$ cat config.mk
export PLATFORM = sky130hd
export DESIGN_NAME = button_sync_debounce
export DESIGN_NICKNAME = d
export VERILOG_FILES = /design/src/rtl/button_sync_debounce.sv
export SDC_FILE = /design/constraint.sdc
export NUM_CORES = 1
export LEC_CHECK = 0
export ABC_AREA = 1
export CORE_ASPECT_RATIO = 1.5
export CORE_MARGIN = 2
export CORE_UTILIZATION = 50
export DETAILED_ROUTE_END_ITERATION = 10
export PLACE_DENSITY = 0.68
export SLEW_MARGIN = 30
export SYNTH_ARGS = -nofsm -noshare
export SYNTH_HDL_FRONTEND = slang
export SYNTH_SLANG_ARGS = --single-unit
export TNS_END_PERCENT = 10
$ cat constraint.sdc
create_clock -name clock -period 1.05 [get_ports clock]
set_input_delay 0.105 -clock clock [delete_from_list [all_inputs] [get_ports clock]]
set_output_delay 0.105 -clock clock [all_outputs]
set_load 0.02 [all_outputs]
$ cat src/rtl/button_sync_debounce.sv
`default_nettype none
// ============================================================================
//  Module      : button_sync_debounce
//  Description : Reset synchronizer plus a bank of independent push-button
//                channels. Each channel synchronizes an inverting, asynchronous
//                button input, debounces it with a four-state FSM and emits a
//                debounced level together with one-cycle press, release and
//                (optionally) long-press event flags.
//  Optional    : define BUTTON_SYNC_DEBOUNCE_LONG_PRESS_EN to build the
//                per-channel hold counter and long-press event. Without it,
//                button_long_pressed is tied to 0.
//  Ports       :
//    clock               in   source clock
//    reset_n             in   asynchronous active-low reset
//    button_n            in   [NUM_BUTTONS] raw buttons, 0 = pressed
//    reset_s2_n          out  synchronized reset (async assert, 2-edge release)
//    button_state        out  [NUM_BUTTONS] debounced level, 1 = pressed
//    button_pressed      out  [NUM_BUTTONS] one-cycle press events
//    button_released     out  [NUM_BUTTONS] one-cycle release events
//    button_long_pressed out  [NUM_BUTTONS] one-cycle long-press events
//  Revision    : 1.0  initial release
// ============================================================================
module button_sync_debounce #(
    parameter int NUM_BUTTONS       = 1,
    parameter int SYNC_STAGES       = 2,
    parameter int DEBOUNCE_CYCLES   = 500000,
    parameter int LONG_PRESS_CYCLES = 50000000
) (
    input  logic                   clock,
    input  logic                   reset_n,
    input  logic [NUM_BUTTONS-1:0] button_n,
    output logic                   reset_s2_n,
    output logic [NUM_BUTTONS-1:0] button_state,
    output logic [NUM_BUTTONS-1:0] button_pressed,
    output logic [NUM_BUTTONS-1:0] button_released,
    output logic [NUM_BUTTONS-1:0] button_long_pressed
);

    typedef enum logic [1:0] {
        ST_IDLE         = 2'd0,
        ST_PRESS_WAIT   = 2'd1,
        ST_PRESSED      = 2'd2,
        ST_RELEASE_WAIT = 2'd3
    } state_t;

    // The debounce counter only ever needs to hold DEBOUNCE_CYCLES-1.
    localparam int c_cnt_w = (DEBOUNCE_CYCLES > 1) ? $clog2(DEBOUNCE_CYCLES) : 1;
    localparam logic [c_cnt_w-1:0] c_cnt_max = c_cnt_w'(DEBOUNCE_CYCLES - 1);

`ifdef BUTTON_SYNC_DEBOUNCE_LONG_PRESS_EN
    localparam int c_hold_w = $clog2(LONG_PRESS_CYCLES + 1);
    localparam logic [c_hold_w-1:0] c_hold_max = c_hold_w'(LONG_PRESS_CYCLES);
    localparam logic [c_hold_w-1:0] c_hold_pre = c_hold_w'(LONG_PRESS_CYCLES - 1);
`else
    logic w_unused_long;
    assign w_unused_long = (LONG_PRESS_CYCLES > DEBOUNCE_CYCLES);
`endif

    // ------------------------------------------------------------------------
    // Reset synchronizer: asserts with reset_n, releases on the second edge.
    // ------------------------------------------------------------------------
    logic [1:0] r_rst_sync;

    always_ff @(posedge clock or negedge reset_n) begin
        if (!reset_n) begin
            r_rst_sync <= 2'b00;
        end else begin
            r_rst_sync <= {r_rst_sync[0], 1'b1};
        end
    end

    assign reset_s2_n = r_rst_sync[1];

    // ------------------------------------------------------------------------
    // Per-channel synchronizer, debounce FSM and event generation.
    // ------------------------------------------------------------------------
    for (genvar i = 0; i < NUM_BUTTONS; i++) begin : g_ch
        logic [SYNC_STAGES-1:0] r_sync;
        logic                   w_s;
        state_t                 r_state;
        state_t                 w_state_nxt;
        logic [c_cnt_w-1:0]     r_cnt;
        logic [c_cnt_w-1:0]     w_cnt_nxt;
        logic                   r_pressed;
        logic                   r_released;
        logic                   w_press_evt;
        logic                   w_release_evt;

        // Reset value 1 matches a released (inverting) button, so a button
        // held through reset is seen as a fresh press afterwards.
        always_ff @(posedge clock or negedge reset_s2_n) begin
            if (!reset_s2_n) begin
                r_sync <= '1;
            end else begin
                r_sync <= {r_sync[SYNC_STAGES-2:0], button_n[i]};
            end
        end

        assign w_s = r_sync[SYNC_STAGES-1];

        always_comb begin
            w_state_nxt = r_state;
            w_cnt_nxt   = r_cnt;
            case (r_state)
                ST_IDLE: begin
                    if (!w_s) begin
                        w_state_nxt = ST_PRESS_WAIT;
                        w_cnt_nxt   = '0;
                    end
                end
                ST_PRESS_WAIT: begin
                    if (w_s) begin
                        w_state_nxt = ST_IDLE;
                        w_cnt_nxt   = '0;
                    end else if (r_cnt == c_cnt_max) begin
                        w_state_nxt = ST_PRESSED;
                        w_cnt_nxt   = '0;
                    end else begin
                        w_cnt_nxt = r_cnt + 1'b1;
                    end
                end
                ST_PRESSED: begin
                    if (w_s) begin
                        w_state_nxt = ST_RELEASE_WAIT;
                        w_cnt_nxt   = '0;
                    end
                end
                ST_RELEASE_WAIT: begin
                    if (!w_s) begin
                        w_state_nxt = ST_PRESSED;
                        w_cnt_nxt   = '0;
                    end else if (r_cnt == c_cnt_max) begin
                        w_state_nxt = ST_IDLE;
                        w_cnt_nxt   = '0;
                    end else begin
                        w_cnt_nxt = r_cnt + 1'b1;
                    end
                end
                default: begin
                    w_state_nxt = ST_IDLE;
                    w_cnt_nxt   = '0;
                end
            endcase
        end

        // Events are registered so they coincide with the first cycle the
        // debounced level shows its new value.
        assign w_press_evt   = (r_state == ST_PRESS_WAIT)   && (w_state_nxt == ST_PRESSED);
        assign w_release_evt = (r_state == ST_RELEASE_WAIT) && (w_state_nxt == ST_IDLE);

        always_ff @(posedge clock or negedge reset_s2_n) begin
            if (!reset_s2_n) begin
                r_state    <= ST_IDLE;
                r_cnt      <= '0;
                r_pressed  <= 1'b0;
                r_released <= 1'b0;
            end else begin
                r_state    <= w_state_nxt;
                r_cnt      <= w_cnt_nxt;
                r_pressed  <= w_press_evt;
                r_released <= w_release_evt;
            end
        end

        assign button_state[i]    = (r_state == ST_PRESSED) || (r_state == ST_RELEASE_WAIT);
        assign button_pressed[i]  = r_pressed;
        assign button_released[i] = r_released;

`ifdef BUTTON_SYNC_DEBOUNCE_LONG_PRESS_EN
        logic [c_hold_w-1:0] r_hold;
        logic                r_long;
        logic                w_held;

        assign w_held = (r_state == ST_PRESSED) || (r_state == ST_RELEASE_WAIT);

        // The hold count saturates at the threshold, so the pulse can fire
        // only once per press; a press ending on the same edge gets no pulse.
        always_ff @(posedge clock or negedge reset_s2_n) begin
            if (!reset_s2_n) begin
                r_hold <= '0;
                r_long <= 1'b0;
            end else begin
                r_long <= w_held && (w_state_nxt != ST_IDLE) && (r_hold == c_hold_pre);
                if (w_state_nxt == ST_IDLE) begin
                    r_hold <= '0;
                end else if (w_held && (r_hold != c_hold_max)) begin
                    r_hold <= r_hold + 1'b1;
                end
            end
        end

        assign button_long_pressed[i] = r_long;
`else
        assign button_long_pressed[i] = 1'b0;
`endif
    end

endmodule
`default_nettype wire

# --- After elaboration in Yosys (flattened, before gate mapping) ---
# Cells that the tools add are included.
op_classes:
  n_reduce_logical: 6
  muxes: 13
  eq_ne: 7
  n_addsub: 1
ops:
  columns: ["op", "n"]
  rows:
  - ["2-to-1 mux 19 bit", 5]
  - ["one-hot mux 19 bit (4 select lines)", 1]
  - ["adder 19 x 1 -> 19 bit (second input constant)", 1]
  - ["equality test 19 bit (second input constant)", 1]
  - ["2-to-1 mux 2 bit", 6]
  - ["one-hot mux 2 bit (4 select lines)", 1]
  - ["equality test 2 bit (second input constant)", 3]
  - ["logical NOT 2 bit", 2]
  - ["inequality test 2 bit (second input constant)", 2]
  - ["equality test 2 x 1 -> 1 bit (second input constant)", 1]
  - ["logical AND 1 bit", 2]
  - ["AND reduction 2 bit", 1]
  - ["logical OR 1 bit", 1]
word_totals:
  elab_cells: 33
  register_bits: 27
  inputBits: 3

# --- Logic depth before layout (Yosys ltp) ---
depth:
  ltp_word: 6
  ltp_mapped: 9
  ltp_nobuf: 9

# --- Worst setup path after synthesis ---
# Ideal clock, no wire load.
synth_timing:
  kind: "flip-flop to flip-flop"
  from: "register g_ch[0].r_cnt[0]"
  to: "register g_ch[0].r_cnt[11]"
  path_stages_with_launch: 8
  synth_period_minus_slack_ns: 1.421
  setup_slack_ns: -0.371
  n_path_buf: 1
  arrival_ns: 1.296
  path_cell_list: "dfrtp_1 -> ha_1 -> nand3_1 -> nor2_2 -> nand3_2 -> nand2_4 -> buf_12 -> o22ai_2"
synth_via:
  elab_chain_len: 4
  elab_cells_between_ends: 6
synth_lines:
  columns: ["element", "line", "source"]
  rows:
  - ["start: declaration", "82", "logic [c_cnt_w-1:0] r_cnt;"]
  - ["start signal: assignment", "159", "r_cnt <= w_cnt_nxt;"]
  - ["adder 19 x 1 -> 19 bit or equality test 19 bit (tied branches)", null, null]
  - ["2-to-1 mux 19 bit *", "115, 132", null]
  - ["2-to-1 mux 19 bit, on equally long branches", "129, 112", null]
  - ["one-hot mux 19 bit (4 select lines) *", "104", "case (r_state)"]
# Every way passes the cells marked *; elsewhere a longest branch is shown, timed or not.
# A chain may end at the register's enable or synchronous reset.

# --- Final worst setup path ---
layout_timing:
  from: "register g_ch[0].r_cnt[1]"
  to: "register g_ch[0].r_cnt[14]"
# The elaborated chain is that of the path after synthesis.

==> run summary <==
clock sink total: 27
All-Layer GR Usage: 22.78%
# H-tree levels: 1
Flop pwr share: 57.7%
Critical Path Start Type: flip-flop
period utilization: 134.6%
vias in the first global route: 1,430
CTS Buf Count: 3
number of synthesized flops with an enable pin: 0
core area: 0.003065 mm²
launch point of the worst reg-to-reg path: g_ch[0].r_cnt[1]
PD cells: 859.0 mW/mm²
fin nets: 248
Layout area overhead: 37.33%
max incr delay on CP: 410 ps
number of placement rows: 25
antenna cells: 0
layout cells sized above 1: 41.98%
cell count after placement: 276
Final min period: 1413 ps
main combinational cell family by area after synthesis: simple AND/OR/NAND/NOR gates
NetSw: 458.8 µW
MaxCap Viol Count: 0
Synth cell types: 35
Worst R2R Setup Slack: -360 ps
Int Power: 1400 µW
DRT antenna net count: 0
Max clock buf depth: 2
CP required: 1270 ps
Avg Inst Size Synth: 8.335 µm²
drt total wl: 4005 µm
failing checks: negative setup slack
syn nets: 193
final number of max-transition violations: 0
Congestion Overflow GR: 0
clk slew on worst S/H paths: 100 ps
starting density of the core: 51.39%
Achievable Freq: 0.7076 GHz
die area: 0.003625 mm²
gpl congestion: 0.8943
TritonCTS clock tree: yes
initial antenna violation count: 0
Syn Inst Count: 189
status: finished, violations left
CTS root buf: clkbuf_8
final hold vios: 0
Post-Synth XOR/XNOR Area: 4.448%
Worst Path Arrival: 1630 ps
Compound-Gate Fraction of Synth Area: 12.71%
via count: 1,451
post-route insts no fill: 283
Worst Hold Path Cells: 1
die width: 49.83 µm
CP Cell Sequence: ha_4, nand2_4, nor2_4, nand2_4, nor2_4, nand3_2, nand2_2, nand3_2, nand2_1
Hold Path End: g_ch[0].r_sync[0]
I/O Pins: 8
DRC marker count from the first detailed-route iteration: 60
Mapped Area: 0.001575 mm²
Detailed Routing Iterations Pass 1: 6
setup slack after layout: -363.2 ps
crit end category: flip-flop
slowest CP cell: dfrtp_1
clock skew: 4.838 ps
Comb power frac: 9.1%
Die H: 72.75 µm
Worst Hold Class: in2reg
post-synthesis mux area share: 0%
Synth top area share: 39.71%
kind of critical path: reg2reg
top-count cell post-synth: nand2_1
sequential fraction of the synthesis area: 43.05%
first-pass GRT wire length: 6265 µm
clock share of power: 33.2%
vias per inst: 5.127
largest net degree at the start of global routing: 26
RSZ-0062 raised after global routing: true
dpl hpwl: 2852 µm
Switching Fraction: 24.69%
hold_sp: button_n
YS warnings: 0
leakage: 0.0009581 µW
VDD IR-drop max: 0.0008093 V
setup_tns: -7445 ps
asr flop ratio synth: 100.0%
Crit Path Max Fanout: 7
clock latency at the later pin of the worst-skew pair: 280 ps
input/output buffers: 6
FF+latch count, synth: 27
Post-Synth Adder-Cell Area: 0.7943%
RR Endpoint: g_ch[0].r_cnt[14]
drt drc: 0
Setup violations, final: 24
post-synthesis simple-gate area fraction: 30.10%
top post-synthesis cells by area: dfrtp_1 (40%), nand2_1 (12%), nor2_1 (5.0%)
mean routed wirelength per cell: 14.15 µm
prevailing post-synth register cell: dfrtp_1
list of most frequent post-synthesis cells: nand2_1 (49), dfrtp_1 (25), nor2_1 (21), inv_1 (16), nand3_1 (15)
post-synthesis cell type with the largest combined area: dfrtp_1
cells on worst reg2reg path: 9
==> flip-flops by register name (all words and copies together) (netlist names) <==
| register | flops |
|---|---|
| g_ch.r_state | 2 |
| g_ch.r_cnt | 19 |
| button_released | 1 |
| button_pressed | 1 |
| r_rst_sync | 2 |
| g_ch.r_sync | 2 |
==> how the worst max path moves through the flow <==
stage                     startpoint           endpoint  cells past startpoint
finish              g_ch[0].r_cnt[1]  g_ch[0].r_cnt[14]                      9
global route        g_ch[0].r_cnt[9]     button_pressed                      8
CTS                 g_ch[0].r_cnt[0]   g_ch[0].r_cnt[9]                      9
detailed placement  g_ch[0].r_cnt[1]  g_ch[0].r_cnt[16]                      9
global placement    g_ch[0].r_cnt[1]  g_ch[0].r_cnt[16]                      9
floorplan           g_ch[0].r_cnt[0]   g_ch[0].r_cnt[4]                      7
==> placed cells by master (no fill, tap or decap), drive strengths merged, types with 3 or more instances in the layout <==
cell type  count
a21oi          6
buf           52
clkbuf         4
dfrtp         25
inv           18
nand2         52
nand3         17
nand4          5
nor2          25
o21ai          9
o21bai         3
o22ai          5
xor2           6
==> timing repair <==
item,4_1_cts,5_1_grt
resized for setup,27,17
endpoints found under the setup margin,27,27
endpoints found under the hold margin,2,0
pin swaps,6,7
hold buffers,1,0
buffers inserted,1,1
==> metrics by stage <==
stage               total power (µW)  cell area [µm²]  util (%)  setup slack [ps]  hold WS [ps]
finish                          1858             2163     70.57            -363.2         247.4
CTS                             1875             2120     69.14            -341.4         245.5
global route                    1937             2163     70.57            -485.1         239.8
detailed placement              1250             1997     65.14            -350.9         279.5
global placement                1243             1997     65.14            -294.7         270.5
floorplan                       1181             1583         -            -325.1        -190.6
==> power by group through the flow <==
stage / Combinational (µW) / Clock [µW] / Sequential [µW]
5_1_grt: 183 / 678 / 1080
3_5_place_dp: 160 / 0 / 1090
6_report: 169 / 616 / 1070
4_1_cts: 167 / 635 / 1070
2_1_floorplan: 75.4 / 0 / 1110
3_3_place_gp: 155 / 0 / 1090
==> cell type report <==
cell class / count / area [µm²]
multi-input cells: 137 / 870.8
inverters: 19 / 71.32
clock buffers: 3 / 41.29
clock inverters: 1 / 7.507
well taps: 40 / 50.05
fillers: 249 / 902.1
flip-flops and latches: 27 / 681.9
repair buffers: 56 / 440.4
==> critical path, delay by kind of cell, from the launching register on <==
| family | cells | cell delay, ps |
|---|---|---|
| and+or+nand+nor | 8 | 750 |
| adders and majority gates | 1 | 190 |
| DFF | 1 | 410 |
==> kinds of logic after synthesis <==
kind of cell    after synthesis
buf+inv                      25
compound gates               24
simple gates                102
fa+ha+maj                     1
xor+xnor                      8
other cells                   2
flops                        27
==> layer usage <==
layer  up-vias  global-route usage [%]  wire [µm]  part of all wire [%]
met4         0                   11.73        165                   4.1
met5         -                       0          0                     0
li1        710                       -          -                     -
met1       703                   24.74       1584                    40
met3        14                   2.459         59                   1.5
met2        24                   42.81       2195                    55
Note: power is estimated with default switching activity, not from simulation.
==> edit: new RTL, config.mk and constraints unchanged <==
The option `BUTTON_SYNC_DEBOUNCE_LONG_PRESS_EN` is turned on by a define.
--- a/src/rtl/button_sync_debounce.sv
+++ b/src/rtl/button_sync_debounce.sv
@@ -20,6 +20,8 @@
 //    button_long_pressed out  [NUM_BUTTONS] one-cycle long-press events
 //  Revision    : 1.0  initial release
 // ============================================================================
+`define BUTTON_SYNC_DEBOUNCE_LONG_PRESS_EN
+
 module button_sync_debounce #(
     parameter int NUM_BUTTONS       = 1,
     parameter int SYNC_STAGES       = 2,
Formal check against the unedited RTL: same outputs for any inputs over 10 cycles, from zero or initial values and one cycle with reset_n low; that may be too few to reach the edited logic, so the function may still have changed.
==> edit against the original RTL <==
- the flow still finishes with violations (setup timing)
- core utilization fell by 1.0 points
- sequential cell count rose by 27
- power rose by 91%
- die area is 120% higher
- worst setup slack worse by 0.16 ns
- global-route usage is 5.8 points higher
- synthesized area rose by 130%
- non-clock buffer count is 74 higher
- cell area rose by 120%
- wire length increased to 2.6 times the old value
- critical path depth unchanged
- fmax decreased by 10%
- critical path type unchanged
==> edit: results <==
routing:
  ant_nets: 0
  drt_first_iter_violations: 159
  via_per_inst: 5.20
  wl_per_cell_um: 14.3
  dr.pass1.iters: 5
synth:
  synth_warnings: 0
  synth_ff_type: "dfrtp_1"
  ys_seq_area_share_pct: 37.6
  synth_nets: 528
  synth_common_cells: "nand2_1, nor2_1, nand3_1, inv_1, dfrtp_1"
  synthTopCellsByArea: "dfrtp_1, nand2_1, nand3_1"
  async_reset_ff_share_pct: 100
  synth_cell_types: 33
sta:
  fin_ws_ns: -0.520
  finalSetupViolCount: 51
  finClkSkew_ns: 0.00594
  setup_tns_ns: -23.06
clock_tree:
  path_clk_slew_ns: 0.10
  clock_latency_ns: 0.32
  htree_num_levels: 2
  root_buffer: "clkbuf_8"
  cts_inserted_buffers: 5
  clockBufferDepth: 2
run_status:
  status: "finished with violations"
  violations: "setup timing"
global_routing:
  grt_pass1_wl_um: 17500
  grt_use_total_pct: 28.6
  antenna_found_initial: 0
  grt_max_degree: 42
  grt_pass1_vias: 3974
layout:
  fillers: 609
  reg_top3: "g_ch.r_hold x26, g_ch.r_cnt x19"
  drive_gt1_share_pct: 29.8
  num-nets-final: 652
  antenna_cells: 0
placement:
  place_area_um2: 4580
  io_buffer_count: 7
  dpl.hpwl_um: 7920
  gp_congestion: 0.945
pwr:
  max-vdd-ir-drop_uv: 624
  leakagePower_nw: 2.36
min_path:
  min_path_type: "input pin to flip-flop"
worst_setup_path:
  crit_fanout: 18
  max_stage_delay_ns: 0.41
  slowest_stage: "dfrtp_1"
  cp.arrival_ns: 1.78
  cpLargestDelayFamily: "simple AND/OR/NAND/NOR gates"
edit: area by class of cell:
cell class / instances / area share (%)
Multi-Input combinational cell: 387 / 41.2
Tap cell: 78 / 2.02
Timing Repair Buffer: 130 / 21.6
Clock buffer: 7 / 1.58
Clock inverter: 1 / 0.155
Sequential cell: 54 / 28.1
Inverter: 68 / 5.39
edit: final timing paths:
kind	cells past startpoint	endpoint	startpoint	slack (ns)
setup / recovery	9	g_ch[0].r_hold[16]	g_ch[0].r_cnt[0]	-0.52
hold / removal	1	g_ch[0].r_sync[0]	button_n	0.18
setup reg to reg	9	g_ch[0].r_hold[16]	g_ch[0].r_cnt[0]	-0.52
hold reg to reg	1	g_ch[0].r_hold[22]	r_rst_sync[1]	0.31
max in group asynchronous	2	g_ch[0].r_sync[0]	r_rst_sync[1]	0.21
min in group asynchronous	1	g_ch[0].r_hold[22]	r_rst_sync[1]	0.31
edit: kinds of logic (layout without fill, tap and decap cells):
group,after synthesis,after routing,synth area share [%]
xor gates and xnor gates,15,15,3.64
adders and majority gates,3,3,1.04
and+or+nand+nor,341,341,43.6
buffers and inverters,81,206,10.1
AOI/OAI and AO/OA,27,27,4.03
DFF,54,54,37.6
other,1,1,0.104
edit: power by group:
group / internal [mW] / switching [mW]
combinational: 0.101 / 0.149
clock: 0.474 / 0.710
sequential: 2.10 / 0.0144
edit: repair_timing:
action / in CTS / in global routing
endpoints found under the setup margin: 55 / 52
pin swaps: 4 / 5
hold endpoints to repair: 2 / 0
cloned: 0 / 1
resized for setup: 44 / 13
buffers inserted: 2 / 1
hold buffers: 1 / 0
edit: through the flow:
stage | setup slack [ns] | total power [mW] | cells | utilization [%]
floorplan | -0.529 | 2.27 | 522 | -
global placement | -0.544 | 2.37 | 712 | 65.9
detailed placement | -0.564 | 2.38 | 712 | 65.9
CTS | -0.530 | 3.58 | 723 | 68.3
global route | -0.613 | 3.70 | 725 | 69.5
finish | -0.520 | 3.55 | 725 | 69.5
edit: routing by layer:
layer | share of wire [%] | vias up | GRT usage [%]
met5 | 0 | - | 0
met4 | 5.6 | 0 | 17.0
met3 | 2.5 | 38 | 4.19
met2 | 56 | 76 | 54.0
met1 | 36 | 1752 | 28.3
li1 | - | 1906 | -
